==> src/rtl/cpu_run_ctrl.sv <==
// Run/step/halt sequencer: launches the CPU, gates commits, halts, counts retires.
// Optional PC breakpoint compare: define CPU_RUN_CTRL_BREAKPOINT_EN.
module cpu_run_ctrl #(
    parameter int RST_CYCLES = 4,
    parameter int CNT_W      = 32
) (
    input  logic             clk,
    input  logic             rst,
    input  logic             run_req,
    input  logic             step_req,
    input  logic             halt_req,
    input  logic             clear_req,
    input  logic [31:0]      pc_i,
    input  logic [31:0]      inst_i,
    input  logic [31:0]      bp_addr_i,
    input  logic             bp_valid_i,
    output logic             cpu_start_o,
    output logic             cpu_en_o,
    output logic [2:0]       state_o,
    output logic [1:0]       halt_cause_o,
    output logic [CNT_W-1:0] retired_o
);

    localparam logic [2:0] S_IDLE   = 3'd0;
    localparam logic [2:0] S_LAUNCH = 3'd1;
    localparam logic [2:0] S_RUN    = 3'd2;
    localparam logic [2:0] S_STEP   = 3'd3;
    localparam logic [2:0] S_HALT   = 3'd4;

    localparam logic [31:0] EBREAK    = 32'h0010_0073;
    localparam logic [31:0] SELF_LOOP = 32'h0000_006F;

    logic [2:0]       r_state;
    logic [2:0]       w_next;
    logic             r_mode;
    logic             w_mode_next;
    logic [7:0]       r_cnt;
    logic             r_run_q;
    logic             r_step_q;
    logic             r_halt_q;
    logic             r_resume;
    logic             r_start;
    logic [1:0]       r_cause;
    logic [1:0]       w_cause_next;
    logic [CNT_W-1:0] r_retired;

    logic w_run_edge;
    logic w_step_edge;
    logic w_halt_edge;
    logic w_hit_inst;
    logic w_hit_bp;
    logic w_stop_eff;
    logic w_en;
    logic w_enter_launch;

    assign w_run_edge  = run_req & ~r_run_q;
    assign w_step_edge = step_req & ~r_step_q;
    assign w_halt_edge = halt_req & ~r_halt_q;

    assign w_hit_inst = (inst_i == EBREAK) || (inst_i == SELF_LOOP);

`ifdef CPU_RUN_CTRL_BREAKPOINT_EN
    assign w_hit_bp = bp_valid_i && (pc_i == bp_addr_i);
`else
    logic w_unused_bp;
    assign w_unused_bp = &{1'b0, pc_i, bp_addr_i, bp_valid_i};
    assign w_hit_bp    = 1'b0;
`endif

    // The instruction that stopped us must commit on resume, so mask once.
    assign w_stop_eff = (r_state == S_RUN) && (w_hit_inst || w_hit_bp)
                        && !r_resume;

    assign w_en = ((r_state == S_RUN) && !w_stop_eff && !w_halt_edge
                   && !clear_req)
                  || ((r_state == S_STEP) && !clear_req);

    always_comb begin
        w_next       = r_state;
        w_mode_next  = r_mode;
        w_cause_next = r_cause;
        if (clear_req) begin
            w_next       = S_IDLE;
            w_cause_next = 2'd0;
        end else begin
            case (r_state)
                S_IDLE: begin
                    if (w_step_edge) begin
                        w_next      = S_LAUNCH;
                        w_mode_next = 1'b1;
                    end else if (w_run_edge) begin
                        w_next      = S_LAUNCH;
                        w_mode_next = 1'b0;
                    end
                    w_cause_next = 2'd0;
                end
                S_LAUNCH: begin
                    if (r_cnt <= 8'd1)
                        w_next = r_mode ? S_HALT : S_RUN;
                end
                S_RUN: begin
                    if (w_stop_eff) begin
                        w_next       = S_HALT;
                        w_cause_next = w_hit_bp ? 2'd3 : 2'd2;
                    end else if (w_halt_edge) begin
                        w_next       = S_HALT;
                        w_cause_next = 2'd1;
                    end
                end
                S_HALT: begin
                    if (w_step_edge) begin
                        w_next       = S_STEP;
                        w_cause_next = 2'd0;
                    end else if (w_run_edge) begin
                        w_next       = S_RUN;
                        w_cause_next = 2'd0;
                    end
                end
                S_STEP: begin
                    w_next       = S_HALT;
                    w_cause_next = 2'd1;
                end
                default: begin
                    w_next       = S_IDLE;
                    w_cause_next = 2'd0;
                end
            endcase
        end
    end

    assign w_enter_launch = (w_next == S_LAUNCH) && (r_state != S_LAUNCH);

    always_ff @(posedge clk) begin
        if (rst) begin
            r_state   <= S_IDLE;
            r_mode    <= 1'b0;
            r_cnt     <= 8'd0;
            r_run_q   <= 1'b1;
            r_step_q  <= 1'b1;
            r_halt_q  <= 1'b1;
            r_resume  <= 1'b0;
            r_start   <= 1'b0;
            r_cause   <= 2'd0;
            r_retired <= '0;
        end else begin
            r_state  <= w_next;
            r_mode   <= w_mode_next;
            r_run_q  <= run_req;
            r_step_q <= step_req;
            r_halt_q <= halt_req;
            r_resume <= (r_state == S_HALT) && (w_next == S_RUN);
            r_start  <= (w_next == S_RUN) || (w_next == S_STEP)
                        || (w_next == S_HALT);
            r_cause  <= w_cause_next;
            if (w_enter_launch)
                r_cnt <= 8'(RST_CYCLES);
            else if ((r_state == S_LAUNCH) && (r_cnt != 8'd0))
                r_cnt <= r_cnt - 8'd1;
            if (w_enter_launch)
                r_retired <= '0;
            else if (w_en && (r_retired != {CNT_W{1'b1}}))
                r_retired <= r_retired + 1'b1;
        end
    end

    assign cpu_start_o  = r_start;
    assign cpu_en_o     = w_en;
    assign state_o      = r_state;
    assign halt_cause_o = r_cause;
    assign retired_o    = r_retired;

endmodule

==> config.mk <==
export PLATFORM = sky130hd
export DESIGN_NAME = cpu_run_ctrl
export DESIGN_NICKNAME = d
export VERILOG_FILES = /design/src/rtl/cpu_run_ctrl.sv
export SDC_FILE = /design/constraint.sdc
export NUM_CORES = 1
export LEC_CHECK = 0
export ABC_CLOCK_PERIOD_IN_PS = 2000
export CAP_MARGIN = 20
export CORE_UTILIZATION = 30
export CTS_BUF_LIST = sky130_fd_sc_hd__clkbuf_4
export DETAILED_ROUTE_END_ITERATION = 8
export GPL_TIMING_DRIVEN = 0
export PLACE_DENSITY_LB_ADDON = 0.3
export SLEW_MARGIN = 15
export SYNTH_ARGS = -nofsm -noshare
export SYNTH_HDL_FRONTEND = slang
export SYNTH_SLANG_ARGS = --single-unit
export TNS_END_PERCENT = 1
==> constraint.sdc <==
create_clock -name clk -period 2 [get_ports clk]
set_input_delay 0.4 -clock clk [delete_from_list [all_inputs] [get_ports clk]]
set_output_delay 0.4 -clock clk [all_outputs]
set_load 0.02 [all_outputs]
Word-level counts from Yosys, hierarchy flattened
Index checks and enable logic that the tools add are counted.
Word-level totals
  memory bits (read-only): 0
  bits in writable memories: 0
  output and inout port bits: 39
  memories kept: 0
  word-level logic and storage cells: 81
  register bits: 51
  input bits: 103
  bits in latches: 0
Cells by class
  multiplexer cells: 19
  $add $sub $neg: 2
  bitwise gates (word level): 8
  shifts and indexed selects: 0
  divide/modulo/power cells: 0
  magnitude comparators: 1
  equality and inequality tests: 14
  reduce and logical (&&, ||, !) cells: 26
  $mul: 0
Operator list (number)
  $mux 3: 11
  $add 32x1->32 const B: 1
  $eq 32x21->1 const B: 1
  $eq 32x7->1 const B: 1
  $ne 32x32->1 const B: 1
  $pmux 3 s5: 1
  $eq 3x2->1 const B: 4
  $logic_and 1x1->1: 10
  $le 8x1->1 const B: 1
  $mux 2: 4
  $pmux 2 s4: 1
  $reduce_bool 8->1: 1
  $sub 8x1->8 const B: 1
  $eq 3x1->1 const B: 2
  $eq 3x3->1 const B: 2
  $ne 3x3->1 const B: 2
  $reduce_and 3->1: 2
  $not 1->1: 5
  $logic_not 1->1: 4
  $logic_or 1x1->1: 4
  $reduce_bool 2->1: 2
  $reduce_or 2->1: 2
  $and 1x1->1: 3
  $logic_not 3->1: 1
  other kinds (2): 3

Depth between registers and ports, before layout
  depth in word-level cells: 10
  mapped depth: 8
  depth with buffers taken out: 8

Worst setup path after synthesis
OpenSTA, ideal clock, no wires.
  path type: reg2reg
  start point: reg r_retired[5] (netlist: retired_o[5])
  end point: reg r_retired[25] (netlist: retired_o[25])
  path buffers: 0
  library setup time: 0.070 ns
  stages on the path, launching flop included: 7
  required time: 1.930 ns
  arrival: 2.305 ns
  period minus slack after synthesis: 2.375 ns
  slack: -0.375 ns
  cells stage by stage: dfxtp_1 > nand4_2 > or3_4 > or4_4 > nor2_4 > or4b_1 > a21oi_1
On the way
  longest elaborated chain between the ends: 2
  elaborated cells on any way between the ends: 3
  classes of those cells: add/sub (1); eq/ne (1); reduce/logical (1)
RTL lines
  start, declared: RTL line 45  | logic [CNT_W-1:0] r_retired;
  start signal, assigned: RTL line 162  | r_retired <= r_retired + 1'b1;
  branches (longest 2 deep; another with $add 32x1->32)
Several ways; the timed one is not identified.
A chain may end at the register's enable or synchronous reset.

Final worst setup path
  start point: reg r_retired[6] (netlist: retired_o[6])
  end point: reg r_retired[29] (netlist: retired_o[29])
The elaborated chain is that of the path after synthesis.

==> metrics.log <==
INFO  metric netlist_instances = 349
INFO  metric worst_r2r_startpoint = retired_o[6]
INFO  metric final_design_area_no_fill = 4090 um2
INFO  metric 1st_iter_drt_viols = 98
INFO  metric vias = 2976
INFO  metric tritoncts = built
INFO  metric cts_buffers = 5
INFO  metric fin_util = 44.5%
INFO  metric floorplan.die.height = 99.2 um
INFO  metric final_common_cell = sky130_fd_sc_hd__clkdlybuf4s50_1
INFO  metric post-route-drc-count = 2
INFO  metric grt_first_pass_wirelength = 13.4 mm
INFO  metric result_of_the_run = finished with violations
INFO  metric critical-path-slowest-cell = sky130_fd_sc_hd__or4_4
INFO  metric post_synth_num_cell_types = 59
INFO  metric crit_buf_inv = 0
INFO  metric cellLeakagePower = 1.39 nW
INFO  metric worst_pin_slew = 0.494 ns
INFO  metric min_delay_worst_endpoint = halt_cause_o[1]
INFO  metric power.total = 1.70 mW
INFO  metric critPathRequiredTime = 2.34 ns
INFO  metric hold_viol = 0
INFO  metric yosys_register_bits = 51
INFO  metric die_width = 99.2 um
INFO  metric clk_latency = 0.39 ns
INFO  metric hold_start = halt_cause_o[1]
INFO  metric setup_total_negative_slack = -0.697 ns
INFO  metric final-max-slew-violation-count = 0
INFO  metric maximum_number_of_pins_on_one_net_before_global_route_repair = 17
INFO  metric yosysTopAreaCellShare = 36.0%
INFO  metric design.die.area = 9840 um2
INFO  metric setup.worst_path.start_class = flip-flop
INFO  metric synth_area_leader_cell = sky130_fd_sc_hd__dfxtp_1
INFO  metric route.detailed.wl_per_inst = 14.6 um
INFO  metric ant_nets = 0
INFO  metric timing.max_cap.violations = 0
INFO  metric boundaryPins = 142
INFO  metric whs_path_depth = 2
INFO  metric rr_endpoint = retired_o[29]
INFO  metric worst_ep_arrival_time = 2.52 ns
INFO  metric setup_violations = 6
INFO  metric worstPathMaxFanout = 5
INFO  metric path_delay_family = simple AND/OR/NAND/NOR gates
INFO  metric cts_buffer_depth = 2
INFO  metric floorplan.rows = 35
INFO  metric via_per_inst = 5.38
INFO  metric power.density = 416 nW/um2
INFO  metric commonest_cells_after_routing_fill_and_taps_aside = sky130_fd_sc_hd__clkdlybuf4s50_1, sky130_fd_sc_hd__nand2_1, sky130_fd_sc_hd__dfxtp_1
INFO  metric setup_slack = -0.187 ns
INFO  metric synth_edf_count = 0
INFO  metric worst_setup_path_end_kind = flip-flop
INFO  metric fmax = 457 MHz
INFO  metric antenna_diode_count = 0
INFO  metric first_pass_iters = 6
INFO  metric criticalPathCategory = flip-flop to flip-flop
INFO  metric synthesis.yosys.warnings = 0
INFO  metric layout.nets = 547
INFO  metric gp_congestion = 0.924
INFO  metric track_usage = 16.8%
INFO  metric drt_wirelength = 8.07 mm
INFO  metric hold-worst-slack = 0.509 ns
INFO  metric grt_setup_unrepaired = true
INFO  metric grt_remaining_overflow = 0
INFO  metric cts.sinks = 51
INFO  metric area.growth.synth_to_final = 44.4%
INFO  metric yosysSeqAreaShare = 36.0%
INFO  metric syn_nets = 455
INFO  metric critical-path-max-stage-delay = 0.47 ns
INFO  metric timing.critical_path.cells = nand4_4 -> or3_4 -> or4_4 -> nor2_4 -> or4b_1 -> a21oi_2
INFO  metric effective_utilization_at_floorplan = 30.8%
INFO  metric vdd_drop_max = 0.234 mV
INFO  metric placed_area = 3800 um2
INFO  metric min_path_type = flip-flop to flip-flop
INFO  metric ys_top_cells_by_area = sky130_fd_sc_hd__dfxtp_1, sky130_fd_sc_hd__a21oi_1, sky130_fd_sc_hd__nand2_1
INFO  metric min_period_over_period = 109%
INFO  metric clk_pin_slew = 0.16 ns
INFO  metric synthesis.area = 2840 um2
INFO  metric port_buffers = 76
INFO  metric hpwl = 6.04 mm
INFO  metric core_region_area = 9200 um2
INFO  metric clk_root_buffer_cell = sky130_fd_sc_hd__clkbuf_4
INFO  metric ctsHoldBuffers = 0
INFO  metric async_flop_share = 0%
INFO  metric period_minus_slack = 2.19 ns
INFO  metric ctsHtreeMaxLevel = 2
INFO  metric layout-drive-gt1-share = 20.6%
INFO  metric ys.flop_type = sky130_fd_sc_hd__dfxtp_1
INFO  metric timing.reg2reg.worst_path_depth = 6
INFO  metric grt_pass1_vias = 3006
INFO  metric worst_clock_skew = 0.0145 ns
INFO  metric violations_in_the_final_reports = DRC, setup timing
INFO  metric grt_antenna_before_repair = 0
INFO  metric timing.max_slew.rel_slack = 66.5%
INFO  metric r2r_slack = -0.19 ns
INFO  metric synthesis.area_per_instance = 8.12 um2
-- worst min-delay path, stage by stage, from the launching register on --
cell	delay [ns]
sky130_fd_sc_hd__dfxtp_1	0.35
sky130_fd_sc_hd__o21ai_0	0.07
sky130_fd_sc_hd__a21oi_1	0.06
-- flip-flops by register name, summed over array words and instances (netlist names), 2 cells and up --
signal / count
r_cnt: 8
halt_cause_o: 2
retired_o: 32
state_o: 3
-- worst max-delay path by stage --
stage,startpoint,endpoint,slack (ns),cells past startpoint
after floorplan,retired_o[5],retired_o[25],-0.07,6
after global placement,inst_i[19],cpu_en_o,-0.93,7
after detailed placement,inst_i[6],cpu_en_o,-0.95,7
after CTS,retired_o[6],retired_o[25],-0.17,6
after global routing,retired_o[6],retired_o[25],-0.28,6
final,retired_o[6],retired_o[29],-0.19,6
-- timing repair --
action,CTS,global route
buffers inserted,10,0
pin swaps,14,6
resized for setup,53,21
endpoints found under the setup margin,36,40
-- cell type report --
type                    count  area, um2
flip-flops and latches     51       1080
multi-input cells         273       1860
well taps                 111        139
repair buffers             86        813
plain buffers              14       96.3
fillers                   911       5100
clock inverters             3       20.0
inverters                  10       40.0
clock buffers               5       37.5
-- synth_stat cells, types with 7 or more instances --
master                     count
sky130_fd_sc_hd__or3_1        18
sky130_fd_sc_hd__nor4_1       10
sky130_fd_sc_hd__dfxtp_1      51
sky130_fd_sc_hd__nand4_1      14
sky130_fd_sc_hd__nand2_1      35
sky130_fd_sc_hd__xnor2_1       7
sky130_fd_sc_hd__o21ai_0      16
sky130_fd_sc_hd__nor2_1       27
sky130_fd_sc_hd__nor3_1        7
sky130_fd_sc_hd__or2_2         7
sky130_fd_sc_hd__clkbuf_1     11
sky130_fd_sc_hd__nand3_1      14
sky130_fd_sc_hd__a21oi_1      28
sky130_fd_sc_hd__inv_1         9
-- through the flow --
step                cells  setup slack, ns
floorplan             349          -0.0682
global placement      536           -0.932
detailed placement    536           -0.947
CTS                   553           -0.172
global route          553           -0.285
finish                553           -0.187
-- power by group --
group	internal, mW	switching [mW]
clock	0.137	0.367
sequential	1.01	0.00753
combinational	0.103	0.0837
-- cells by family (layout without fill, tap and decap cells) --
kind of cell,Yosys count,after routing,share of synthesized area [%]
xor gates and xnor gates,9,9,2.78
buffers and inverters,25,118,4.02
adders and majority gates,3,3,1.32
AOI/OAI and AO/OA,72,72,15.8
DFF,51,51,36.0
muxes,6,6,2.12
and+or+nand+nor,183,183,38.0
-- metal layers --
layer	up-vias	track usage, %	routed length [um]
met5	-	0	0
met2	77	30.0	4100
met3	16	3.44	312
met1	1393	19.6	3510
li1	1490	-	-
met4	0	6.33	153
No activity file was read; power rests on OpenSTA's default activity.
